--- src/rtl/alu_ctrl_skid.sv ---
// Purpose: decodes ALUOp/funct3/funct7[5] into the ALU result-select code and queues it in a 2-entry skid buffer.
// Latency: an op pushed in cycle N is on the outputs in cycle N+1; there is no combinational in->out path.
// Backpressure: in_ready = (count != 2) and depends on registered state only, never on out_ready.
//
// Ports:
//   clk, rst                        rising-edge clock, synchronous active-high reset
//   in_valid/in_ready               upstream handshake; alu_op, funct3 and funct7_5 carry the op
//   out_valid/out_ready             downstream handshake; alu_sel and illegal show the head entry
//   illegal_cnt                     saturating count of accepted illegal ops
module alu_ctrl_skid #(
    parameter int CNT_W = 8,
    parameter int DEPTH = 2
) (
    input  logic             clk,
    input  logic             rst,
    input  logic             in_valid,
    output logic             in_ready,
    input  logic [1:0]       alu_op,
    input  logic [2:0]       funct3,
    input  logic             funct7_5,
    output logic             out_valid,
    input  logic             out_ready,
    output logic [3:0]       alu_sel,
    output logic             illegal,
    output logic [CNT_W-1:0] illegal_cnt
);

    // The pointer and count widths below only work for two entries.
    if (DEPTH != 2) begin : g_depth_check
        $error("alu_ctrl_skid: DEPTH must be 2");
    end

    localparam logic [3:0] SEL_AND = 4'b0000;
    localparam logic [3:0] SEL_OR  = 4'b0001;
    localparam logic [3:0] SEL_ADD = 4'b0010;
    localparam logic [3:0] SEL_SUB = 4'b0110;

    localparam logic [CNT_W-1:0] CNT_ONE = 1;

    typedef struct packed {
        logic [3:0] sel;
        logic       illegal;
    } entry_t;

    entry_t     dec_dat;
    entry_t     mem [0:1];
    entry_t     head;
    logic       wr_ptr;
    logic       rd_ptr;
    logic [1:0] count;
    logic       push;
    logic       pop;

    // Decode. Unsupported combinations still issue ADD so the datapath sees
    // a harmless operation; the illegal flag tells the consumer to discard it.
    always_comb begin
        dec_dat.sel     = SEL_ADD;
        dec_dat.illegal = 1'b0;
        case (alu_op)
            2'b00: dec_dat.sel = SEL_ADD;
            2'b01: dec_dat.sel = SEL_SUB;
            2'b10: begin
                case ({funct3, funct7_5})
                    4'b0000:          dec_dat.sel = SEL_ADD;
                    4'b0001:          dec_dat.sel = SEL_SUB;
                    4'b1110, 4'b1111: dec_dat.sel = SEL_AND;
                    4'b1100, 4'b1101: dec_dat.sel = SEL_OR;
                    default:          dec_dat.illegal = 1'b1;
                endcase
            end
            default: dec_dat.illegal = 1'b1;
        endcase
    end

    assign in_ready  = (count != 2'd2);
    assign out_valid = (count != 2'd0);
    assign push      = in_valid & in_ready;
    assign pop       = out_valid & out_ready;

    assign head      = mem[rd_ptr];
    assign alu_sel   = head.sel;
    assign illegal   = head.illegal;

    always_ff @(posedge clk) begin
        if (rst) begin
            mem[0] <= '0;
            mem[1] <= '0;
        end else if (push) begin
            mem[wr_ptr] <= dec_dat;
        end
    end

    // Simultaneous push and pop leaves count unchanged while both pointers
    // advance; 1-bit pointers wrap on their own.
    always_ff @(posedge clk) begin
        if (rst) begin
            wr_ptr <= 1'b0;
            rd_ptr <= 1'b0;
            count  <= 2'd0;
        end else begin
            if (push) wr_ptr <= ~wr_ptr;
            if (pop)  rd_ptr <= ~rd_ptr;
            case ({push, pop})
                2'b10:   count <= count + 2'd1;
                2'b01:   count <= count - 2'd1;
                default: count <= count;
            endcase
        end
    end

    always_ff @(posedge clk) begin
        if (rst) begin
            illegal_cnt <= '0;
        end else if (push && dec_dat.illegal && (illegal_cnt != '1)) begin
            illegal_cnt <= illegal_cnt + CNT_ONE;
        end
    end

endmodule

--- config.mk ---
export PLATFORM = sky130hd
export DESIGN_NAME = alu_ctrl_skid
export DESIGN_NICKNAME = d
export VERILOG_FILES = /design/src/rtl/alu_ctrl_skid.sv
export SDC_FILE = /design/constraint.sdc
export NUM_CORES = 1
export LEC_CHECK = 0
export CAP_MARGIN = 15
export CORE_MARGIN = 2
export CORE_UTILIZATION = 49
export CTS_CLUSTER_DIAMETER = 50
export CTS_CLUSTER_SIZE = 40
export DETAILED_ROUTE_END_ITERATION = 12
export PLACE_DENSITY = 0.85
export SYNTH_ARGS = -nofsm -noshare
export SYNTH_HDL_FRONTEND = slang
export SYNTH_SLANG_ARGS = --single-unit
--- constraint.sdc ---
create_clock -name clk -period 2.3 [get_ports clk]
set_input_delay 0.46 -clock clk [delete_from_list [all_inputs] [get_ports clk]]
set_output_delay 0.46 -clock clk [all_outputs]
set_load 0.1 [all_outputs]
==> flow_summary.json, run 1 <==
{
  "status": "finished, final reports clean",
  "ys.flop_type": "dfxtp_1",
  "grt_overflow": 0,
  "ys_top_cells_by_area": "dfxtp_1 23%, edfxtp_1 21%, ha_1 5.5%",
  "clockBufferDepth": 2,
  "fin_nets": 159,
  "cts_tree": "done",
  "leakage_nw": 0.569,
  "cpMaxStageDelayCell": "or4_4",
  "synth-edff-count": 8,
  "fp.coreArea_mm2": 0.00219,
  "cts_made_buffers": 3,
  "vias": 938,
  "yosysMostFrequentCell": "nor2_1",
  "ys_warn_count": 0,
  "floorplan.initialDensity_pct": 51.6,
  "grt_pass1_vias": 927,
  "dieArea_mm2": 0.00271,
  "clkTransAtPathRegs_ns": 0.12,
  "muxShareOfSynthArea_pct": 7.86,
  "cp_top_family": "buffers and inverters",
  "gr-usage-met2_pct": 33.5,
  "period_needed_ns": 2.24,
  "grt_max_degree": 24,
  "clock-sinks": 21,
  "synth.avg_cell_area_um2": 9.74,
  "drc": 0,
  "worstReg2RegEnd": "count[1]",
  "async_flop_share_pct": 0,
  "min-delay-start": "illegal_cnt[6]",
  "cp-end-kind": "register",
  "switching_power_w": 0.000665,
  "crit_path_start_kind": "input port",
  "cp.depth": 7,
  "worstPathArrival_ns": 2.48,
  "max_freq_ghz": 0.446,
  "hpwl_mm": 1.74,
  "fillerInstances": 178,
  "ys_types": 40,
  "synthesis.nets": 131,
  "gp_congestion": 0.789,
  "die_x_um": 52.0,
  "ys_seq_elements": 21,
  "grt.total_usage_pct": 18.4,
  "wl_per_cell_um": 12.8,
  "yosysTopAreaCell": "dfxtp_1",
  "synth_cells": 116,
  "avgViaCountPerCell": 5.49,
  "grtUsageMet1_pct": 20.5,
  "critPathBufInv": 3,
  "p_int_w": 0.000715,
  "firstDrtPassIters": 4,
  "timing.final.hold_violations": 0,
  "port_buffers": 23,
  "path_max_fanout": 7,
  "reg2reg_slack_ns": 0.45,
  "peakVddDrop_uv": 582,
  "totalWireLength_mm": 2.20,
  "maxCapViolCount": 0,
  "cts_hold_buf": 0,
  "use_met3_pct": 3.16,
  "fp.dieH_um": 52.0,
  "setup_viol": 0,
  "cts_root_buffer": "clkbuf_4",
  "ant_nets": 0,
  "grt_pass1_wl_mm": 3.76,
  "combPwrFrac_pct": 51.2,
  "synth_top_family_by_area": "simple AND/OR/NAND/NOR gates",
  "drv_slew": 0,
  "yosysTopAreaCellShare_pct": 23.0,
  "sw_frac_of_total_pct": 48.2,
  "synth_xor_area_share_pct": 3.10,
  "fin_tns_setup_ns": 0,
  "min_to": "illegal_cnt[6]",
  "timing.hold.ws_ns": 0.494,
  "required_ns": 2.54,
  "syn_area_mm2": 0.00113,
  "timing.rr.start": "count[1]",
  "drive_gt1_share_pct": 26.6,
  "htreeDepth": 1,
  "syn_to_final_growth_pct": 26.2,
  "antenna_cells": 0,
  "ioPinCount": 25,
  "synth-simple-area-share_pct": 26.4,
  "clk_latency_ns": 0.30,
  "finClkSkew_ns": 0.00205,
  "drt-initial-drc-count": 20,
  "hold_path_class": "reg2reg",
  "post-route-period-util_pct": 97.4,
  "r2r_cells": 5,
  "grt_setup_unrepaired": "false",
  "cp_cell_sequence": "clkdlybuf4s50_1, inv_1, ha_1, o32a_1, buf_6, or4_4, a21oi_2",
  "rows": 17,
  "max_stage_delay_ns": 0.50,
  "ys_seq_area_share_pct": 44.3,
  "synth-compound-area-share_pct": 8.42,
  "worstSetupPathType": "in2reg",
  "hold_depth": 2,
  "clkPwrFrac_pct": 12.8,
  "p_seq_share_pct": 36.0,
  "netlist_top_cells_count": "15 x nor2_1, 13 x dfxtp_1, 8 x edfxtp_1",
  "synthAdderAreaFrac_pct": 5.54,
  "post_cts_buffers": 0,
  "grt.busiest_layer": "met2",
  "pwr_density_cell_mw_per_mm2": 967,
  "antenna_found_initial": 0
}
==> logic make-up after synthesis <==
logic type	after synthesis
DFF	21
AOI/OAI and AO/OA	13
xor gates and xnor gates	4
adders and majority gates	5
and+or+nand+nor	53
buffers and inverters	11
muxes	8
other	1
==> final cells by class <==
| type | count | area [µm²] | area share [%] |
|---|---|---|---|
| flip-flops and latches | 21 | 500 | 35.1 |
| clock inverters | 1 | 5.00 | 0.351 |
| well taps | 28 | 35.0 | 2.46 |
| repair buffers | 29 | 244 | 17.1 |
| multi-input cells | 84 | 601 | 42.1 |
| clock buffers | 3 | 22.5 | 1.58 |
| inverters | 5 | 18.8 | 1.32 |
==> timing repair <==
action | in CTS | in global routing
setup endpoints to repair | 1 | 5
gates resized for setup | 1 | 5
hold endpoints to repair | 0 | 0
==> how the worst max path moves through the flow <==
stage | startpoint | slack (ns) | to
after global placement | alu_op[1] | -0.23 | illegal_cnt[2]
after floorplan | illegal_cnt[3] | 0.06 | illegal_cnt[5]
after global routing | alu_op[0] | 0.01 | illegal_cnt[6]
after CTS | alu_op[1] | 0.03 | illegal_cnt[2]
after detailed placement | alu_op[1] | -0.38 | illegal_cnt[2]
final | alu_op[1] | 0.06 | illegal_cnt[3]
==> worst min-delay path, cell delays in order (launching register included) <==
cell      delay (ns)
dfxtp_1         0.35
inv_1           0.06
a221oi_2        0.05
==> sequential cells by signal, indices dropped and copies added (netlist names), named ones only <==
register / count
illegal_cnt: 8
wr_ptr: 1
rd_ptr: 1
mem: 8
count: 2
==> layer usage <==
layer / vias up / part of all wire [%]
li1: 475 / -
met1: 440 / 41
met2: 23 / 56
met3: 0 / 3.7
met4: 0 / 0
met5: - / 0
==> placed cells by master (no fill, tap or decap), drive strengths merged, types with 2 or more instances in the layout <==
| cell type | instances |
|---|---|
| buf | 20 |
| nor2 | 15 |
| dfxtp | 13 |
| clkdlybuf4s50 | 9 |
| edfxtp | 8 |
| nor4 | 7 |
| mux2 | 7 |
| inv | 5 |
| ha | 5 |
| nor3 | 4 |
| a21oi | 4 |
| or4 | 4 |
| nand2 | 3 |
| nand2b | 3 |
| nor2b | 3 |
| and3 | 3 |
| o31ai | 3 |
| nand3 | 3 |
| clkbuf | 3 |
| nand4 | 2 |
| xor2 | 2 |
| xnor2 | 2 |
| o21ai | 2 |
==> power groups by stage <==
stage	Sequential (W)	Combinational, W	Clock [W]
3_3_place_gp	0.000501	0.000694	0
4_1_cts	0.000499	0.000708	0.000180
2_1_floorplan	0.000516	0.000552	0
5_1_grt	0.000504	0.000754	0.000199
6_report	0.000497	0.000706	0.000176
3_5_place_dp	0.000507	0.000705	0
==> through the flow <==
step	std cells	total power, W	util [%]	cell area, µm²	setup slack, ns
global route	171	0.00146	65.1	1430	0.0117
CTS	171	0.00139	64.5	1410	0.0329
finish	171	0.00138	65.1	1430	0.0588
global placement	167	0.00119	62.9	1380	-0.233
floorplan	116	0.00107	-	1130	0.0566
detailed placement	167	0.00121	62.9	1380	-0.376
Power figures use the tool's default switching activity.
==> run 2, diff against run 1 <==
- SLEW_MARGIN: unset -> 10
==> results of run 2 <==
No change in the layout: final DEF, timing and power equal those of run 1.
==> run 3, diff against run 2 <==
- CORE_ASPECT_RATIO: unset -> 1.4
- SLEW_MARGIN: 10 -> 15
==> run 3 against run 2 <==
Net effect: sequential power about the same; critical path depth increased by 1; setup slack improved by 0.033 ns; clock skew decreased by 0.0011 ns; largest cell class unchanged.
==> flow_summary.json, run 3 (synthesis results as in run 1) <==
{
  "status": "finished, final reports clean",
  "grt.total_usage_pct": 20.5,
  "period_needed_ns": 2.21,
  "grt_overflow": 0,
  "gp_congestion": 0.771,
  "vias": 946,
  "totalWireLength_mm": 2.32,
  "post-route-period-util_pct": 96.0,
  "worstSetupPathType": "in2reg",
  "required_ns": 2.55,
  "power_w": 0.00138,
  "top_regs": "illegal_cnt (8), mem (8), count (2)",
  "finClkSkew_ns": 0.000985,
  "timing.final.hold_violations": 0,
  "maxSlewHeadroom_pct": 65.0,
  "sw_frac_of_total_pct": 48.4,
  "hpwl_mm": 1.82,
  "grt_setup_unrepaired": "false",
  "ioPinCount": 25,
  "antenna_found_initial": 0,
  "port_buffers": 23,
  "clock-sinks": 21,
  "htreeDepth": 1,
  "p_int_w": 0.000713,
  "leakage_nw": 0.563,
  "worst_slew_pin_slew_ns": 0.522,
  "avgViaCountPerCell": 5.77,
  "fin_nets": 158,
  "clockBufferDepth": 2,
  "die_x_um": 44.6,
  "setup_viol": 0,
  "peakVddDrop_uv": 788,
  "syn_to_final_growth_pct": 23.7,
  "fp.coreArea_mm2": 0.00218,
  "clkPwrFrac_pct": 13.0,
  "hold_path_class": "reg2reg",
  "drt-initial-drc-count": 44,
  "firstDrtPassIters": 4,
  "grt_max_degree": 24,
  "maxCapViolCount": 0,
  "switching_power_w": 0.000670,
  "r2r_cells": 5,
  "wl_per_cell_um": 14.2,
  "ant_nets": 0,
  "clk_latency_ns": 0.31,
  "rows": 20,
  "clkTransAtPathRegs_ns": 0.12,
  "floorplan.initialDensity_pct": 51.9,
  "crit_path_start_kind": "input port",
  "drive_gt1_share_pct": 23.2,
  "fillerInstances": 197,
  "antenna_cells": 0,
  "grt_pass1_wl_mm": 4.03,
  "cp-end-kind": "register",
  "cts_tree": "done",
  "cts_root_buffer": "clkbuf_4",
  "dieArea_mm2": 0.00271,
  "path_max_fanout": 5,
  "cts_made_buffers": 3,
  "worstPathArrival_ns": 2.46,
  "drc": 0,
  "fin_tns_setup_ns": 0,
  "fp.dieH_um": 60.8,
  "p_seq_share_pct": 36.0,
  "pwr_density_cell_mw_per_mm2": 989,
  "drv_slew": 0,
  "max_freq_ghz": 0.453,
  "combPwrFrac_pct": 51.0,
  "hold_depth": 2,
  "final_common_cell": "buf_4",
  "grt_pass1_vias": 935,
  "post_cts_buffers": 0,
  "layout_common_cells": "19 x buf_4, 15 x nor2_1, 13 x dfxtp_1"
}
## run 3: cell count changes in the layout (fill, tap and decap cells not counted), sizes merged
cell / before / now
buf: 20 / 19
## run 3: path summary, 6_finish.rpt
path	start	endpoint	slack (ns)
worst min register to register	count[1]	count[1]	0.50
worst max-delay path	alu_op[0]	illegal_cnt[3]	0.09
worst min-delay path	count[1]	count[1]	0.50
worst max register to register	count[1]	count[1]	0.50
## run 3: critical path, stage by stage
cell and delay, ns:
clkdlybuf4s50_1 0.42, inv_1 0.09, ha_1 0.19, a21bo_1 0.23, o32a_1 0.23, buf_4 0.17, or4_1 0.50, a21oi_1 0.16
## run 3: stage by stage
stage	worst slack, ns	instances	hold slack, ns	utilization (%)	area (µm²)
2_1_floorplan	0.0566	116	0.461	-	1130
5_1_grt	0.00417	164	0.523	64.2	1400
6_report	0.0920	164	0.504	64.2	1400
3_3_place_gp	-0.180	160	0.476	62.6	1360
4_1_cts	0.0502	164	0.511	63.9	1390
3_5_place_dp	-0.290	160	0.493	62.6	1360
## run 3: power by group through the flow
stage          Sequential (W)  Clock, W  Combinational [W]
3_3_place_gp         0.000502         0           0.000693
2_1_floorplan        0.000516         0           0.000552
4_1_cts              0.000499  0.000184           0.000707
5_1_grt              0.000505  0.000196           0.000753
3_5_place_dp         0.000507         0           0.000706
6_report             0.000498  0.000179           0.000705
## run 3: what timing repair did
action                                  4_1_cts  5_1_grt
hold buffers                                  0        0
resized for setup                             0        1
endpoints found under the setup margin        0        2
## run 3: area by class of cell
class | instances | area (µm²) | share of cell area (%)
multi-input combinational | 84 | 591 | 42.3
sequential | 21 | 500 | 35.8
timing repair buffer | 28 | 233 | 16.7
tap | 22 | 27.5 | 1.97
clock buffer | 3 | 22.5 | 1.61
inverter | 5 | 18.8 | 1.34
clock inverter | 1 | 5.00 | 0.358
## run 3: routing by layer
metal	part of all wire, %	vias up	routed length, µm	global-route usage (%)
met1	38	438	894	20.5
met5	0	-	0	0
li1	-	474	-	-
met4	2.5	0	59	8.66
met2	54	25	1270	39.5
met3	4.4	9	103	4.17
